==> src/rtl/uart_pkg.sv <==
// Shared definitions for the UART receiver: FSM encoding, status bit layout,
// default baud divisor.
package uart_pkg;

    typedef enum logic [2:0] {
        StIdle  = 3'd0,
        StStart = 3'd1,
        StData  = 3'd2,
        StStop  = 3'd3,
        StBreak = 3'd4
    } uart_state_e;

    localparam int unsigned EMPTY_BIT        = 15;
    localparam int unsigned OVR_BIT          = 14;
    localparam int unsigned FERR_BIT         = 13;
    localparam int unsigned DEFAULT_BAUD_DIV = 868;

    // Status word seen by the CPU: flags in the top bits, head byte in the low byte.
    function automatic logic [15:0] pack_status(input logic       empty,
                                                input logic       ovr,
                                                input logic       ferr,
                                                input logic [7:0] data);
        logic [15:0] s;
        s            = '0;
        s[EMPTY_BIT] = empty;
        s[OVR_BIT]   = ovr;
        s[FERR_BIT]  = ferr;
        s[7:0]       = data;
        return s;
    endfunction

endpackage

==> src/rtl/byte_fifo.sv <==
// Circular byte FIFO with an extra pointer MSB to tell full from empty.
// A pop on an empty FIFO is ignored; a push while full is accepted only alongside a real pop.
module byte_fifo #(
    parameter int unsigned WIDTH = 8,
    parameter int unsigned DEPTH = 4
) (
    input  logic             CLK,
    input  logic             RSTX,
    input  logic             push,
    input  logic             pop,
    input  logic [WIDTH-1:0] din,
    output logic [WIDTH-1:0] dout,
    output logic             empty,
    output logic             full
);

    localparam int unsigned AW = $clog2(DEPTH);

    logic [AW:0]      r_wr_ptr;
    logic [AW:0]      r_rd_ptr;
    logic [WIDTH-1:0] r_mem [DEPTH];

    logic w_pop_ok;
    logic w_push_ok;

    assign empty = (r_wr_ptr == r_rd_ptr);
    assign full  = (r_wr_ptr[AW-1:0] == r_rd_ptr[AW-1:0]) && (r_wr_ptr[AW] != r_rd_ptr[AW]);

    assign w_pop_ok  = pop && !empty;
    assign w_push_ok = push && (!full || w_pop_ok);

    assign dout = r_mem[r_rd_ptr[AW-1:0]];

    always_ff @(posedge CLK or negedge RSTX) begin
        if (!RSTX) begin
            r_wr_ptr <= '0;
            r_rd_ptr <= '0;
        end else begin
            if (w_push_ok) begin
                r_wr_ptr <= r_wr_ptr + 1'b1;
            end
            if (w_pop_ok) begin
                r_rd_ptr <= r_rd_ptr + 1'b1;
            end
        end
    end

    always_ff @(posedge CLK) begin
        if (w_push_ok) begin
            r_mem[r_wr_ptr[AW-1:0]] <= din;
        end
    end

endmodule

==> src/rtl/uart_rx_fifo.sv <==
// 8N1 UART receiver feeding a small byte FIFO; the CPU reads head byte plus sticky
// overrun/framing flags on out and pops with clear.
module uart_rx_fifo
    import uart_pkg::*;
#(
    parameter int unsigned BAUD_DIV = DEFAULT_BAUD_DIV,
    parameter int unsigned DEPTH    = 4
) (
    input  logic        CLK,
    input  logic        RSTX,
    input  logic        rx,
    input  logic        clear,
    output logic [15:0] out,
    output logic        busy
);

    localparam int unsigned     CW       = $clog2(BAUD_DIV);
    localparam logic [CW-1:0]   CNT_LAST = CW'(BAUD_DIV - 1);
    localparam logic [CW-1:0]   CNT_HALF = CW'(BAUD_DIV / 2 - 1);

    logic [1:0]    r_sync;
    logic          w_rs;
    uart_state_e   r_state;
    logic [CW-1:0] r_cnt;
    logic [2:0]    r_bit_idx;
    logic [7:0]    r_shift;
    logic          r_busy;
    logic          r_ovr;
    logic          r_ferr;

    logic          w_stop_sample;
    logic          w_push;
    logic          w_ferr_set;
    logic          w_ovr_set;
    logic          w_empty;
    logic          w_full;
    logic [7:0]    w_dout;

    always_ff @(posedge CLK or negedge RSTX) begin
        if (!RSTX) begin
            r_sync <= 2'b11;
        end else begin
            r_sync <= {r_sync[0], rx};
        end
    end

    assign w_rs = r_sync[1];

    always_ff @(posedge CLK or negedge RSTX) begin
        if (!RSTX) begin
            r_state   <= StIdle;
            r_cnt     <= '0;
            r_bit_idx <= '0;
            r_shift   <= '0;
            r_busy    <= 1'b0;
        end else begin
            unique case (r_state)
                StIdle: begin
                    if (!w_rs) begin
                        r_state <= StStart;
                        r_cnt   <= '0;
                        r_busy  <= 1'b1;
                    end
                end
                StStart: begin
                    if (r_cnt == CNT_HALF) begin
                        r_cnt <= '0;
                        if (w_rs) begin
                            r_state <= StIdle;
                            r_busy  <= 1'b0;
                        end else begin
                            r_state   <= StData;
                            r_bit_idx <= '0;
                        end
                    end else begin
                        r_cnt <= r_cnt + 1'b1;
                    end
                end
                StData: begin
                    if (r_cnt == CNT_LAST) begin
                        r_cnt   <= '0;
                        r_shift <= {w_rs, r_shift[7:1]};
                        if (r_bit_idx == 3'd7) begin
                            r_state <= StStop;
                        end else begin
                            r_bit_idx <= r_bit_idx + 1'b1;
                        end
                    end else begin
                        r_cnt <= r_cnt + 1'b1;
                    end
                end
                StStop: begin
                    if (r_cnt == CNT_LAST) begin
                        r_cnt <= '0;
                        if (w_rs) begin
                            r_state <= StIdle;
                            r_busy  <= 1'b0;
                        end else begin
                            r_state <= StBreak;
                        end
                    end else begin
                        r_cnt <= r_cnt + 1'b1;
                    end
                end
                StBreak: begin
                    // Hold here until the line recovers so a stuck-low line yields no 0x00 frames.
                    if (w_rs) begin
                        r_state <= StIdle;
                        r_cnt   <= '0;
                        r_busy  <= 1'b0;
                    end
                end
                default: begin
                    r_state <= StIdle;
                    r_cnt   <= '0;
                    r_busy  <= 1'b0;
                end
            endcase
        end
    end

    assign w_stop_sample = (r_state == StStop) && (r_cnt == CNT_LAST);
    assign w_push        = w_stop_sample && w_rs;
    assign w_ferr_set    = w_stop_sample && !w_rs;
    // A full FIFO still accepts the byte when clear pops in the same cycle.
    assign w_ovr_set     = w_push && w_full && !clear;

    always_ff @(posedge CLK or negedge RSTX) begin
        if (!RSTX) begin
            r_ovr  <= 1'b0;
            r_ferr <= 1'b0;
        end else begin
            if (w_ovr_set) begin
                r_ovr <= 1'b1;
            end else if (clear) begin
                r_ovr <= 1'b0;
            end
            if (w_ferr_set) begin
                r_ferr <= 1'b1;
            end else if (clear) begin
                r_ferr <= 1'b0;
            end
        end
    end

    byte_fifo #(
        .WIDTH (8),
        .DEPTH (DEPTH)
    ) u_fifo (
        .CLK   (CLK),
        .RSTX  (RSTX),
        .push  (w_push),
        .pop   (clear),
        .din   (r_shift),
        .dout  (w_dout),
        .empty (w_empty),
        .full  (w_full)
    );

    assign out  = pack_status(w_empty, r_ovr, r_ferr, w_empty ? 8'h00 : w_dout);
    assign busy = r_busy;

endmodule

==> config.mk <==
export PLATFORM = sky130hd
export DESIGN_NAME = uart_rx_fifo
export DESIGN_NICKNAME = d
export VERILOG_FILES = /design/src/rtl/uart_pkg.sv /design/src/rtl/byte_fifo.sv /design/src/rtl/uart_rx_fifo.sv
export SDC_FILE = /design/constraint.sdc
export NUM_CORES = 1
export LEC_CHECK = 0
export BUFFER_PORTS_ARGS = -buffer_cell sky130_fd_sc_hd__buf_2
export CELL_PAD_IN_SITES_DETAIL_PLACEMENT = 1
export CELL_PAD_IN_SITES_GLOBAL_PLACEMENT = 1
export CORE_MARGIN = 1.5
export CORE_UTILIZATION = 25
export CTS_BUF_LIST = sky130_fd_sc_hd__clkbuf_8
export DETAILED_ROUTE_END_ITERATION = 10
export GPL_TIMING_DRIVEN = 0
export PLACE_DENSITY = 0.55
export SLEW_MARGIN = 20
export SYNTH_ARGS = -nofsm -noshare
export SYNTH_HDL_FRONTEND = slang
export SYNTH_HIERARCHICAL = 1
export SYNTH_SLANG_ARGS = --single-unit
==> constraint.sdc <==
create_clock -name CLK -period 5.3 [get_ports CLK]
set_clock_uncertainty 0.1 [all_clocks]
set_input_delay 0.53 -clock CLK [delete_from_list [all_inputs] [get_ports CLK]]
set_output_delay 0.53 -clock CLK [all_outputs]
set_load 0.01 [all_outputs]
==> results of run 1 <==
kinds of logic (layout without fill, tap and decap cells):
group,after synthesis,in the layout,share of synthesized area (%)
and+or+nand+nor,72,72,12.8
buffers and inverters,24,55,4.14
xor gates and xnor gates,6,6,1.67
muxes,18,18,9.32
AOI/OAI and AO/OA,45,45,9.80
DFF,67,67,58.6
other,1,5,0.119
adders and majority gates,9,9,3.59
critical path, stage by stage, from the launching register on:
cell and delay, ns:
dfrtp_1 0.40, buf_6 0.16, xor2_1 0.17, buf_2 0.19
or2_2 0.32, nor2_1 0.55, buf_4 0.21, buf_2 0.12
final cells by class:
type	count	area, µm²
Buffer	16	100
Fill cell	1369	8470
Multi-Input combinational cell	155	1190
Timing Repair Buffer	15	75.1
Inverter	8	30.0
Clock buffer	9	124
Clock inverter	7	80.1
Tap cell	168	210
Sequential cell	67	1840
synth_stat cells, drive strengths merged, types with 3 or more instances:
| master | instances | share of area, % |
|---|---|---|
| nand2b | 5 | 1.0 |
| nand3 | 5 | 0.80 |
| ha | 9 | 3.6 |
| buf | 11 | 2.6 |
| a22o | 3 | 0.84 |
| clkbuf | 5 | 0.60 |
| dfrtp | 33 | 26 |
| nand2 | 14 | 1.7 |
| a21oi | 10 | 1.6 |
| xor2 | 3 | 0.84 |
| a31oi | 6 | 1.2 |
| o31ai | 3 | 0.88 |
| nor2 | 11 | 1.3 |
| mux2 | 10 | 3.6 |
| and3 | 4 | 0.80 |
| or4 | 3 | 0.72 |
| xnor2 | 3 | 0.84 |
| nor2b | 9 | 1.8 |
| o21ai | 9 | 1.6 |
| mux4 | 8 | 5.7 |
| inv | 8 | 0.96 |
| nor3 | 9 | 1.8 |
| edfxtp | 32 | 31 |
state kept, by name, summed over array words and instances, names as in the netlist:
name,cells
busy,1
r_bit_idx,3
r_cnt,10
r_ferr,1
r_ovr,1
r_shift,8
r_state,3
r_sync,2
u_fifo/r_mem,32
u_fifo/r_rd_ptr,3
u_fifo/r_wr_ptr,3
metal layers:
layer | up-vias | GRT usage [%] | routed length, µm
li1 | 954 | - | -
met1 | 1003 | 13.3 | 3000
met2 | 29 | 17.3 | 3080
met3 | 7 | 3.00 | 159
met4 | 0 | 3.46 | 68
met5 | - | 0 | 0
where the power goes:
| part | switching, µW | total (µW) | internal (µW) | leakage [µW] |
|---|---|---|---|---|
| Sequential | 13.9 | 567 | 553 | 0.000822 |
| Clock | 227 | 451 | 224 | 0.0000973 |
| Combinational | 110 | 188 | 78.0 | 0.000667 |
metrics by stage:
stage	std cells	setup WS (ns)	hold slack (ns)
final	445	2.23	0.184
after detailed placement	429	2.50	0.249
after CTS	445	2.14	0.174
after global placement	429	2.53	0.247
after global routing	445	2.04	0.166
after floorplan	246	2.94	0.134
worst min-delay path by stage:
stage                    from   endpoint  slack, ns
floorplan                RSTX       busy       0.13
global placement    r_sync[0]  r_sync[1]       0.25
detailed placement  r_sync[0]  r_sync[1]       0.25
CTS                        rx  r_sync[0]       0.17
global route               rx  r_sync[0]       0.17
finish                   RSTX   r_cnt[2]       0.18
==> results.yml, run 1 <==
global_route:
  gr-total-overflow: 0
  grt.total_usage_pct: 10.5
  grt_pass1_vias: 2031
  grt_max_degree: 36
  grt_first_pass_wirelength_um: 10600
  antenna_found_initial: 0
layout:
  synthToLayoutAreaGrowth_pct: 16.1
  diodes: 0
  fin_nets: 285
  drive_gt1_share_pct: 23.8
  postLayoutCellArea_um2: 3640
  post-route-util_pct: 30.1
  final_cell_mix: "33 x dfrtp_1, 32 x edfxtp_1, 17 x buf_2"
  layout_commonest_cell: "dfrtp_1"
timing:
  rsz0062_at_grt: "no"
  max_slew_margin_pct: 40.9
  final.period_utilization_pct: 58.0
  fmax_mhz: 325
  hold_viol: 0
  setup_viol: 0
  worstMarginPinSlew_ns: 0.880
  fin_tns_setup_ns: 0
  drv_slew: 0
  post-route-min-period_ns: 3.07
power_and_ir_drop:
  leakage_uw: 0.00159
  powerDensity_nw_per_um2: 331
  ir_worst_vdd_uv: 122
  finalPower_uw: 1210
synthesis:
  yosysWarnings: 6
  synthDistinctLibCells: 53
  ys_ff_latch: 67
  synth_edf_count: 32
  synth_ff_type: "dfrtp_1"
  synth_cells: 242
  synth_area_um2: 3140
  yosysSeqAreaShare_pct: 58.6
  syn_area_per_cell_um2: 13.0
  async_flop_share_pct: 52.2
detailed_routing:
  drt_iter0_drc: 58
  drt_pass1_iterations: 4
  vias: 1993
  drtAntennaViolNets: 0
  drt-total-wl_um: 6320
  post_drt_via_cell_ratio: 4.48
  drc: 0
  wl_per_cell_um: 14.2
clocking:
  cts_resized: 0
  postCtsSetupRepairBufs: 0
  worstSkewPairLatency_ns: 0.34
  clockBufferDepth: 2
  htree_levels: 3
  cts_tree: "done"
  root_buffer: "clkbuf_8"
  ctsHoldBuffers: 0
  numCtsBuffers: 9
  clock_sinks: 67
  cts.reportedPaths.clkPinSlew_ns: 0.08
critical_path:
  worstPathArrival_ns: 2.44
  rr_endpoint: "u_fifo/r_mem[3][5]"
  end_kind: "output pin"
  crit_type: "reg -> out"
  crit_end: "out[15]"
  regToRegSetupSlack_ns: 2.54
  start_kind: "flop"
  rr_worst_depth: 6
  worst-path-max-fanout: 10
  crit_path_start: "u_fifo/r_rd_ptr[1]"
  worstPathRequired_ns: 4.67
  reg2reg_from: "r_cnt[3]"
die:
  start_util_pct: 25.9
  io_pins: 21
  core.rowCount: 40
  core_um2: 12100
  die_area_um2: 13200
  die_y_um: 115
  die_x_um: 115
placement:
  gp_routability_congestion: 0.733
  portBuffers: 15
  postPlaceCellArea_um2: 3440
  place_hpwl_um: 4230
hold_path:
  worstHoldPathType: "in -> async"
outcome:
  status: "finished, final reports clean"
job:
  drv_cap: 0
(Power assumes the default switching activity.)
==> run 2: changes to the inputs <==
--- a/config.mk
+++ b/config.mk
@@ -13,7 +13,7 @@
 export CTS_BUF_LIST = sky130_fd_sc_hd__clkbuf_8
 export DETAILED_ROUTE_END_ITERATION = 10
 export GPL_TIMING_DRIVEN = 0
-export PLACE_DENSITY = 0.55
+export PLACE_DENSITY = 0.56
 export SLEW_MARGIN = 20
 export SYNTH_ARGS = -nofsm -noshare
 export SYNTH_HDL_FRONTEND = slang
==> constraint.sdc (replaced) <==
create_clock -name CLK -period 2.56 [get_ports CLK]
set_clock_uncertainty 0.1 [all_clocks]
set_input_delay 0.256 -clock CLK [delete_from_list [all_inputs] [get_ports CLK]]
set_output_delay 0.256 -clock CLK [all_outputs]
set_load 0.01 [all_outputs]
==> results.yml, run 2 (synthesis results as in run 1) <==
timing:
  setup_viol: 0
  drv_slew: 0
  worstMarginPinSlew_ns: 0.811
  hold_viol: 0
  post-route-min-period_ns: 2.44
  rsz0062_at_grt: "no"
  final.period_utilization_pct: 95.5
  fmax_mhz: 409
  max_slew_margin_pct: 45.9
power_and_ir_drop:
  ir_worst_vdd_uv: 257
  powerDensity_nw_per_um2: 672
  leakage_uw: 0.00161
job:
  drv_cap: 0
detailed_routing:
  vias: 1939
  drtAntennaViolNets: 0
  drt_iter0_drc: 63
  post_drt_via_cell_ratio: 4.32
  wl_per_cell_um: 14.0
  drt_pass1_iterations: 4
  drc: 0
  drt-total-wl_um: 6290
global_route:
  grt_first_pass_wirelength_um: 10300
  gr-total-overflow: 0
  grt_pass1_vias: 2004
  grt_max_degree: 36
  grt.total_usage_pct: 10.1
  antenna_found_initial: 0
placement:
  place_hpwl_um: 4280
  portBuffers: 15
  gp_routability_congestion: 0.759
  postPlaceCellArea_um2: 3440
die:
  die_x_um: 115
  die_y_um: 115
  die_area_um2: 13200
  io_pins: 21
  start_util_pct: 25.9
  core_um2: 12100
  core.rowCount: 40
layout:
  postLayoutCellArea_um2: 3710
  layout_commonest_cell: "dfrtp_1"
  final_cell_mix: "33 x dfrtp_1, 32 x edfxtp_1, 17 x buf_2"
  drive_gt1_share_pct: 26.7
  diodes: 0
  fin_nets: 289
  fillers: 1348
  largest_reg_flops: 32
  synthToLayoutAreaGrowth_pct: 18.2
  post-route-util_pct: 30.6
critical_path:
  crit_type: "reg -> reg"
  crit_family: "simple AND/OR/NAND/NOR gates"
  end_kind: "flop"
  regToRegSetupSlack_ns: 0.12
  slowest_delay_ns: 0.58
  cp_slowest_cell: "or4bb_1"
  worstPathArrival_ns: 2.61
  start_kind: "flop"
  crit_cells: 7
  worst-path-max-fanout: 7
  crit_buf_inv: 1
  rr_worst_depth: 7
  worstPathRequired_ns: 2.72
  worstPathCellList: "inv_1 > ha_1 > or4bb_1 > o31ai_4 > o21ai_2 > or4_1 > a21oi_1"
clocking:
  cts_tree: "done"
  numCtsBuffers: 9
  clockBufferDepth: 2
  htree_levels: 3
  root_buffer: "clkbuf_8"
  cts.reportedPaths.clkPinSlew_ns: 0.08
  worstSkewPairLatency_ns: 0.34
  clock_sinks: 67
hold_path:
  worstHoldPathType: "reg -> reg"
  min_path_cells: 0
outcome:
  status: "finished, final reports clean"
==> run 2: cell types whose count changed in the layout (fill, tap and decap cells not counted), moves of 2 or more <==
cell,change
and3_1,-3
clkinv_4,+2
inv_6,-2
and3_2,+3
dlygate4sd3_1,+3
==> run 2: repair_timing <==
item                                    CTS  global route
hold buffers                              3             0
buffers inserted                          1             0
hold endpoints to repair                 35             0
pin swaps                                 1             0
resized for setup                         7             4
endpoints found under the setup margin   41            14
==> run 2: power by group <==
part / total [µW] / internal, µW / switching (µW)
Combinational: 407 / 169 / 238
Sequential: 1180 / 1150 / 29.7
Clock: 913 / 466 / 446
==> run 2: area by class of cell <==
type | count | area (µm²) | area share, %
flip-flops and latches | 67 | 1840 | 49.6
clock buffers | 9 | 124 | 3.34
repair buffers | 19 | 113 | 3.03
well taps | 168 | 210 | 5.66
clock inverters | 7 | 83.8 | 2.26
inverters | 8 | 30.0 | 0.809
plain buffers | 16 | 101 | 2.73
multi-input cells | 155 | 1210 | 32.6
==> run 2: worst register-to-register path: cells and delay by family (launching register included) <==
kind,cells,cell delay (ns)
AOI/OAI and AO/OA,3,0.54
adders and majority gates,1,0.16
DFF,1,0.41
and+or+nand+nor,2,1.08
buffers and inverters,1,0.09
==> run 2: final timing paths <==
check | from | to
max reg2reg | r_cnt[1] | r_state[0]
min reg2reg | r_sync[0] | r_sync[1]
max | r_cnt[1] | r_state[0]
min | r_sync[0] | r_sync[1]
min in group asynchronous | RSTX | busy
max in group asynchronous | RSTX | r_state[2]
==> run 2: stage by stage <==
stage,power (µW),hold WS (ns),TNS (ns),cells,setup WS (ns)
2_1_floorplan,1490,-0.140,0,246,0.204
3_3_place_gp,1590,0.246,-4.62,429,-0.219
3_5_place_dp,1600,0.249,-5.36,429,-0.256
4_1_cts,2540,0.260,0,449,0.0620
5_1_grt,2620,0.265,0,449,0.0000286
6_report,2490,0.259,0,449,0.116
==> run 2: per-layer routing <==
layer | wire length [µm] | part of all wire, % | GRT usage, % | up-vias
met5 | 0 | 0 | 0 | -
met4 | 61 | 0.97 | 2.96 | 0
met3 | 192 | 3.1 | 2.85 | 7
met2 | 2970 | 47 | 16.3 | 27
met1 | 3060 | 49 | 13.2 | 950
li1 | - | - | - | 955
